==> src/rtl/vga_term_pkg.sv <==
// Shared constants, state encoding and glyph mapping for the 40x24 terminal write controller.
package vga_term_pkg;

    localparam int unsigned COLS      = 40;
    localparam int unsigned ROWS      = 24;
    localparam int unsigned RING_ROWS = 32;

    localparam logic [5:0] BLANK    = 6'd32;
    localparam logic [5:0] LAST_COL = 6'(COLS - 1);
    localparam logic [4:0] LAST_ROW = 5'(RING_ROWS - 1);

    typedef logic [1:0] state_t;
    localparam state_t StIdle    = 2'd0;
    localparam state_t StClear   = 2'd1;
    localparam state_t StLineClr = 2'd2;

    localparam logic [7:0] CR    = 8'h0D;
    localparam logic [7:0] CR_HI = 8'h8D;
    localparam logic [7:0] NUL   = 8'h00;
    localparam logic [7:0] LF    = 8'h0A;
    localparam logic [7:0] DEL   = 8'h7F;
    localparam logic [7:0] ESC   = 8'h9B;

    // Bit 6 selects between the two halves of the 64-glyph ROM; bit 5 is dropped.
    function automatic logic [5:0] glyph_of(input logic [7:0] d);
        return {~d[6], d[4:0]};
    endfunction

endpackage

==> src/rtl/vram_sweep.sv <==
// Row-major cell address generator over rows first_row..last_row, cols 0..COLS-1.
module vram_sweep
    import vga_term_pkg::*;
(
    input  logic       clk25,
    input  logic       rst,
    input  logic       start,
    input  logic [4:0] first_row,
    input  logic [4:0] last_row,
    output logic [4:0] row,
    output logic [5:0] col,
    output logic       valid,
    output logic       done
);

    logic       active_q;
    logic [4:0] row_q;
    logic [4:0] last_q;
    logic [5:0] col_q;

    assign row   = row_q;
    assign col   = col_q;
    assign valid = active_q;
    assign done  = active_q && (row_q == last_q) && (col_q == LAST_COL);

    // A new start always wins, so a running sweep restarts from its first cell.
    always_ff @(posedge clk25) begin
        if (rst) begin
            active_q <= 1'b0;
            row_q    <= '0;
            col_q    <= '0;
            last_q   <= '0;
        end else if (start) begin
            active_q <= 1'b1;
            row_q    <= first_row;
            col_q    <= '0;
            last_q   <= last_row;
        end else if (active_q) begin
            if (col_q == LAST_COL) begin
                col_q <= '0;
                row_q <= row_q + 5'd1;
                if (row_q == last_q) begin
                    active_q <= 1'b0;
                end
            end else begin
                col_q <= col_q + 6'd1;
            end
        end
    end

endmodule

==> src/rtl/vga_term_ctrl.sv <==
// Terminal write controller: owns the VRAM write port, tracks the cursor and scrolls a 32-row ring.
module vga_term_ctrl
    import vga_term_pkg::*;
(
    input  logic        clk25,
    input  logic        rst,
    input  logic        char_valid,
    input  logic [7:0]  char_data,
    output logic        char_ready,
    input  logic        clr_req,
    output logic        busy,
    output logic        vram_w_en,
    output logic [10:0] vram_w_addr,
    output logic [5:0]  vram_din,
    output logic [5:0]  h_cursor,
    output logic [4:0]  v_cursor,
    output logic [4:0]  start_row
);

    state_t      state_q;
    logic [5:0]  h_q;
    logic [4:0]  v_q;
    logic [4:0]  start_q;
    logic        w_en_q;
    logic [10:0] w_addr_q;
    logic [5:0]  din_q;

    logic        accept;
    logic        is_cr;
    logic        is_nop;
    logic        is_print;
    logic        wrap;
    logic        row_adv;
    logic [4:0]  v_next;
    logic        scroll;
    logic        sweep_start;
    logic [4:0]  sweep_first;
    logic [4:0]  sweep_last;
    logic [4:0]  sweep_row;
    logic [5:0]  sweep_col;
    logic        sweep_valid;
    logic        sweep_done;

    assign char_ready = (state_q == StIdle) & ~clr_req & ~rst;
    assign busy       = (state_q != StIdle);

    assign accept   = char_valid & char_ready;
    assign is_cr    = (char_data == CR) || (char_data == CR_HI);
    assign is_nop   = (char_data == NUL) || (char_data == LF) || (char_data == DEL) ||
                      (char_data == ESC);
    assign is_print = ~is_cr & ~is_nop;
    assign wrap     = is_print && (h_q == LAST_COL);
    assign row_adv  = accept & (is_cr | wrap);
    assign v_next   = v_q + 5'd1;
    // Scroll once the new row would sit one past the bottom of the visible window.
    assign scroll   = row_adv && ((v_next - start_q) == 5'(ROWS));

    assign sweep_start = clr_req | scroll;
    assign sweep_first = clr_req ? 5'd0 : v_next;
    assign sweep_last  = clr_req ? LAST_ROW : v_next;

    vram_sweep u_sweep (
        .clk25     (clk25),
        .rst       (rst),
        .start     (sweep_start),
        .first_row (sweep_first),
        .last_row  (sweep_last),
        .row       (sweep_row),
        .col       (sweep_col),
        .valid     (sweep_valid),
        .done      (sweep_done)
    );

    always_ff @(posedge clk25) begin
        if (rst) begin
            state_q  <= StIdle;
            h_q      <= '0;
            v_q      <= '0;
            start_q  <= '0;
            w_en_q   <= 1'b0;
            w_addr_q <= '0;
            din_q    <= '0;
        end else begin
            w_en_q <= 1'b0;
            if (clr_req) begin
                // The cell pending this cycle is dropped so an aborted sweep stops immediately.
                state_q <= StClear;
                h_q     <= '0;
                v_q     <= '0;
                start_q <= '0;
            end else begin
                if (sweep_valid) begin
                    w_en_q   <= 1'b1;
                    w_addr_q <= {sweep_row, sweep_col};
                    din_q    <= BLANK;
                end
                if (sweep_done) begin
                    state_q <= StIdle;
                end
                if (accept) begin
                    if (is_print) begin
                        w_en_q   <= 1'b1;
                        w_addr_q <= {v_q, h_q};
                        din_q    <= glyph_of(char_data);
                        h_q      <= wrap ? 6'd0 : h_q + 6'd1;
                    end
                    if (is_cr) begin
                        h_q <= '0;
                    end
                    if (row_adv) begin
                        v_q <= v_next;
                    end
                    if (scroll) begin
                        start_q <= start_q + 5'd1;
                        state_q <= StLineClr;
                    end
                end
            end
        end
    end

    assign vram_w_en   = w_en_q;
    assign vram_w_addr = w_addr_q;
    assign vram_din    = din_q;
    assign h_cursor    = h_q;
    assign v_cursor    = v_q;
    assign start_row   = start_q;

endmodule

==> config.mk <==
export PLATFORM = sky130hd
export DESIGN_NAME = vga_term_ctrl
export DESIGN_NICKNAME = d
export VERILOG_FILES = /design/src/rtl/vga_term_pkg.sv /design/src/rtl/vram_sweep.sv /design/src/rtl/vga_term_ctrl.sv
export SDC_FILE = /design/constraint.sdc
export NUM_CORES = 1
export LEC_CHECK = 0
export CORE_ASPECT_RATIO = 2
export CORE_UTILIZATION = 42
export DETAILED_ROUTE_END_ITERATION = 8
export PLACE_DENSITY_LB_ADDON = 0.25
export SYNTH_ARGS = -nofsm -noshare
export SYNTH_HDL_FRONTEND = slang
export SYNTH_HIERARCHICAL = 1
export SYNTH_SLANG_ARGS = --single-unit
==> constraint.sdc <==
create_clock -name clk25 -period 4.9 [get_ports clk25]
set_input_delay 0.98 -clock clk25 [delete_from_list [all_inputs] [get_ports clk25]]
set_output_delay 0.98 -clock clk25 [all_outputs]
set_load 0.01 [all_outputs]
### Word-level counts from Yosys, hierarchy flattened

Index checks and enable logic that the tools add are counted.

| storage, ports and cells | value |
|---|---|
| flip-flop bits (word level) | 53 |
| input port bits | 12 |
| logic and storage cells | 85 |

| operators by class | value |
|---|---|
| $add $sub $neg | 6 |
| eq/ne operators | 9 |
| multiplexer cells | 26 |
| bitwise operators | 12 |
| reductions and logical operators | 20 |

Operators by type and width:

| operator | number |
|---|---|
| two-way mux 6 bit | 7 |
| two-way mux 11 bit | 3 |
| two-way mux 5 bit | 5 |
| == test 8 x 4 -> 1 bit (second input constant) | 2 |
| == test 8 bit (second input constant) | 2 |
| adder 5 x 1 -> 5 bit (second input constant) | 3 |
| adder 6 x 1 -> 6 bit (second input constant) | 2 |
| == test 6 bit (second input constant) | 2 |
| == test 8 x 7 -> 1 bit (second input constant) | 1 |
| zero test 8 bit | 1 |
| two-way mux 1 bit | 8 |
| AND reduction 2 bit | 4 |
| nonzero test 2 bit | 4 |
| two-way mux 2 bit | 3 |
| bitwise AND 1 bit | 5 |
| == test 5 bit | 1 |
| == test 5 bit (second input constant) | 1 |
| NOT 1 bit | 5 |
| subtractor 5 bit | 1 |
| logical AND 1 bit | 4 |
| logical OR 1 bit | 4 |
| OR reduction 2 bit | 2 |
| zero test 2 bit | 1 |
| OR 1 bit | 2 |

### Longest topological paths before layout

| depth | value |
|---|---|
| word-level depth | 13 |
| depth in mapped cells | 13 |
| gate-level depth less buffers | 12 |

### Cells and area by module

The synthesis kept the hierarchy.

By module, submodules not included:

| module | times used | cells each | area each (sq um) | sequential area each (sq um) |
|---|---|---|---|---|
| vga_term_ctrl | 1 | 242 | 2,063.2 | 720.7 |
| vram_sweep | 1 | 98 | 864.6 | 340.3 |

### Worst setup path after synthesis

No wires, ideal clock.

| timing path | value |
|---|---|
| path type | input-to-reg |
| start | in rst |
| end | reg u_sweep.last_q[0] |
| setup time | 0.128 ns |
| arrival | 3.093 ns |
| required time | 4.772 ns |
| path slack | 1.679 ns |
| stages | 10 |
| path buffers | 3 |
| path through | clkbuf_1 > or4_4 > a311o_1 > buf_6 > nor3_1 > o21ai_0 > nand2_1 > buf_1 > mux2i_1 > nor2_1 |

| on the way | value |
|---|---|
| word-level cells in the longest chain between the ends | 6 |

Ends and longest elaborated chain:

| item | line | source |
|---|---|---|
| from (decl) | vga_term_ctrl.sv:6 | `input logic rst,` |
| NOT 1 bit | vga_term_ctrl.sv:44 | `assign char_ready = (state_q == StIdle) & ~clr_req & ~rst;` |
| bitwise AND 1 bit | vga_term_ctrl.sv:44 |  |
| bitwise AND 1 bit | vga_term_ctrl.sv:47 | `assign accept = char_valid & char_ready;` |
| bitwise AND 1 bit | vga_term_ctrl.sv:53 | `assign row_adv = accept & (is_cr \| wrap);` |
| logical AND 1 bit | vga_term_ctrl.sv:56 | `assign scroll = row_adv && ((v_next - start_q) == 5'(ROWS));` |
| OR 1 bit | vga_term_ctrl.sv:58 | `assign sweep_start = clr_req \| scroll;` |
| net sweep_start | vga_term_ctrl.sv:36 | `logic sweep_start;` |
| to (signal assigned) | vram_sweep.sv:37 | `last_q <= last_row;` |
| to (decl) | vram_sweep.sv:18 | `logic [4:0] last_q;` |

The timed path passes the listed nets, and every way through them passes these cells.
A chain may end at the register's enable or synchronous reset.

### Worst setup path in the final report

| timing path | value |
|---|---|
| start | reg v_q[0] (netlist: v_cursor[0]) |
| end | reg u_sweep.row_q[4] (netlist: u_sweep/row[4]) |

| on the way | value |
|---|---|
| word-level cells in the longest chain between the ends | 7 |
| elaborated cells between the ends (all ways) | 10 |
| those cells by class | add/sub (2); eq/ne (1); mux (2); bitwise (1); reduce/logical (4) |

Ends and longest elaborated chain:

| item | line | source |
|---|---|---|
| from (decl) | vga_term_ctrl.sv:22 | `logic [4:0] v_q;` |
| from (signal assigned) | vga_term_ctrl.sv:111 | `v_q <= v_next;` |
| adder 5 x 1 -> 5 bit * | vga_term_ctrl.sv:54 | `assign v_next = v_q + 5'd1;` |
| net v_next[2] | vga_term_ctrl.sv:34 | `logic [4:0] v_next;` |
| subtractor 5 bit * | vga_term_ctrl.sv:56 |  |
| == test 5 bit * | vga_term_ctrl.sv:56 |  |
| logical AND 1 bit * | vga_term_ctrl.sv:56 |  |
| OR 1 bit * | vga_term_ctrl.sv:58 |  |
| net sweep_start | vga_term_ctrl.sv:36 |  |
| nonzero test 2 bit (no source line) | -- |  |
| AND reduction 2 bit (no source line) | -- |  |
| to (signal assigned) | vram_sweep.sv:35 | `row_q <= first_row;` |
| to (signal assigned) | vram_sweep.sv:41 | `row_q <= row_q + 5'd1;` |
| to (decl) | vram_sweep.sv:17 | `logic [4:0] row_q;` |

The timed path passes the listed nets; every way through them passes the cells marked *.

==> results.yml <==
cells_and_area:
  nFillCells: 658
  layout-drive-gt1-share_pct: 8.88
  antenna_cells: 0
  fin_util_pct: 53.7
  final_cells: 471
  syn_to_final_growth_pct: 22.5
  nets: 403
synth:
  seq_area_frac_synth_pct: 36.2
  synthArstFlopShare_pct: 0
  mappedNetlistArea_mm2: 0.00293
  syn_area_per_cell_um2: 8.61
  synthTopCellsByCount: "53 x dfxtp_1, 30 x nand2_1, 28 x nor2_1"
  ys.flop_type: "dfxtp_1"
  synth_nets: 361
  synth_area_leaders: "dfxtp_1 36%, a22oi_1 5.1%, ha_1 3.8%"
  yosysUniqueCellTypes: 58
  netlist.top_cell.by_area: "dfxtp_1"
  yosysTopAreaCellShare_pct: 36.2
  yosys_warnings: 6
  ys_ff_latch: 53
  synthCells: 340
  synth_edf_count: 0
  synth.most_common_cell: "dfxtp_1"
power_and_ir_drop:
  ir_drop_mv: 0.196
  leakagePower_nw: 1.31
  pwr_density_cell_mw_per_mm2: 248
die:
  num_rows: 42
  dieWidth_um: 61.0
  core_mm2: 0.00667
  start_util_pct: 43.9
  io-pin-count: 48
  die_area_mm2: 0.00733
  die_y_um: 120
worst_setup_path:
  crit_family: "compound AO/OA/AOI/OAI gates"
  crit_path_max_fanout: 15
  critical_path.cell_chain: "ha_1, xnor2_1, inv_1, ha_1, a21oi_1, nand3_1, a2111oi_0, o21ai_0, nand2_1, buf_4, clkinv_1, o21ai_0, nor4_1"
  crit_arrival_ns: 3.96
  crit_slowest_cell: "a2111oi_0"
  required_ns: 5.07
  worstSetupPathType: "register to register"
  startpoint_type: "register"
  crit_path_max_incr_delay_ns: 0.70
  critPathCaptureType: "register"
  path_buf_inv: 3
sta:
  worst_pin_slew_ns: 0.948
  min_period_ns: 3.79
  finalCritPeriodShare_pct: 77.4
  fin_setup_tns_ns: 0
  skew_ns: 0.00424
  hold_viol: 0
  max_freq_mhz: 264
  fin_ws_ns: 1.11
  setup_viol: 0
  relSlewSlack_pct: 36.6
  rsz0062_at_grt: "false"
  slew_viol_final: 0
clock_network:
  cts_buffer_depth: 2
  cts.sinks: 53
  clk_latency_ns: 0.30
  cts_hold_buf: 0
  cts_tree: "yes"
  path_clk_slew_ns: 0.07
  cts_resized: 0
  cts_made_buffers: 5
  htreeDepth: 2
  postCtsSetupBuffers: 0
  ctsRootBufferMaster: "clkbuf_16"
global_routing:
  grt_pass1_vias: 2678
  met2_usage_pct: 39.7
  antenna_found_initial: 0
  gr-usage-met1_pct: 26.1
  grt-ovfl-total: 0
  grt_max_degree: 33
  grt.busiest_layer: "met2"
  grt_pass1_wl_um: 12900
  track_usage_pct: 23.6
  grtUsageMet3_pct: 4.63
run:
  max_cap_violations: 0
routing:
  routedWlPerCell_um: 16.5
  vias: 2763
  ant_nets: 0
  drc: 0
  viasPerCell: 5.87
  first_pass_iters: 4
  wl_um: 7790
  drtIter0Drc: 125
place:
  place_congestion: 0.830
  io_buffers: 47
  dp_cells: 463
  post-place-ws_ns: 1.01
  hpwl_um: 5780
hold_path:
  hold_class: "register to register"
run_status:
  status: "complete, no violations"
[placed cells by master (no fill, tap or decap), drive strengths merged, types with 9 or more instances in the layout]
master and count:
a21oi 21, a22oi 20, clkdlybuf4s50 47, dfxtp 53, ha 9, inv 12, mux2i 11, nand2 31
nand4 13, nor2 28, nor3 12, o21ai 11, or2 13, xor2 11
[logic make-up after synthesis]
group	count (synthesis)	share of synthesized area, %
AOI/OAI and AO/OA	78	19.4
xor gates and xnor gates	19	6.15
adders and majority gates	9	3.85
buffers and inverters	31	5.17
DFF	53	36.2
muxes	11	3.76
and+or+nand+nor	139	25.5
[where the power goes]
| group | leakage [nW] | switching (mW) | internal, mW | total, mW |
|---|---|---|---|---|
| sequential | 0.431 | 0.0112 | 0.441 | 0.452 |
| combinational | 0.804 | 0.0495 | 0.0387 | 0.0883 |
| clock | 0.0706 | 0.160 | 0.188 | 0.348 |
[layer usage]
metal / up-vias / wire length, um / part of all wire, %
met4: 0 / 304 / 3.9
li1: 1325 / - / -
met2: 87 / 4200 / 54
met5: - / 0 / 0
met1: 1328 / 2950 / 38
met3: 23 / 333 / 4.3
[sequential cells by signal, indices dropped and copies added, names as in the netlist]
name,cells
u_sweep/row,5
vram_w_addr,11
u_sweep/col,6
u_sweep/valid,1
vram_w_en,1
start_row,5
v_cursor,5
state_q,2
h_cursor,6
u_sweep/last_q,5
vram_din,6
[per-stage QoR]
stage	total power, mW	hold WS [ns]	area [um2]
floorplan	0.511	0.445	2930
global placement	0.548	0.462	3450
detailed placement	0.549	0.458	3450
CTS	0.900	0.477	3590
global route	0.921	0.504	3590
finish	0.889	0.474	3590
[worst paths after layout]
| check | from | endpoint | slack, ns | depth (start not counted) |
|---|---|---|---|---|
| worst max-delay path | v_cursor[0] | u_sweep/row[4] | 1.11 | 13 |
| worst min-delay path | state_q[1] | state_q[1] | 0.47 | 2 |
| worst max register to register | v_cursor[0] | u_sweep/row[4] | 1.11 | 13 |
| worst min register to register | state_q[1] | state_q[1] | 0.47 | 2 |
[worst reg2reg max path, stage by stage, from the launching register on]
cell and delay [ns]:
dfxtp_1 0.51, ha_1 0.28, xnor2_1 0.18, inv_1 0.08, ha_1 0.32, a21oi_1 0.21
nand3_1 0.12, a2111oi_0 0.70, o21ai_0 0.31, nand2_1 0.15, buf_4 0.23, clkinv_1 0.26
o21ai_0 0.25, nor4_1 0.07
[cell type report]
class	instances	area (um2)	share of cell area (%)
clock buffer	6	129	3.59
multi-input combinational	256	1720	47.8
inverter	14	53.8	1.50
timing repair buffer	52	508	14.2
clock inverter	2	10.0	0.279
tap	88	110	3.07
sequential	53	1060	29.6
No activity file was read; power rests on OpenSTA's default activity.
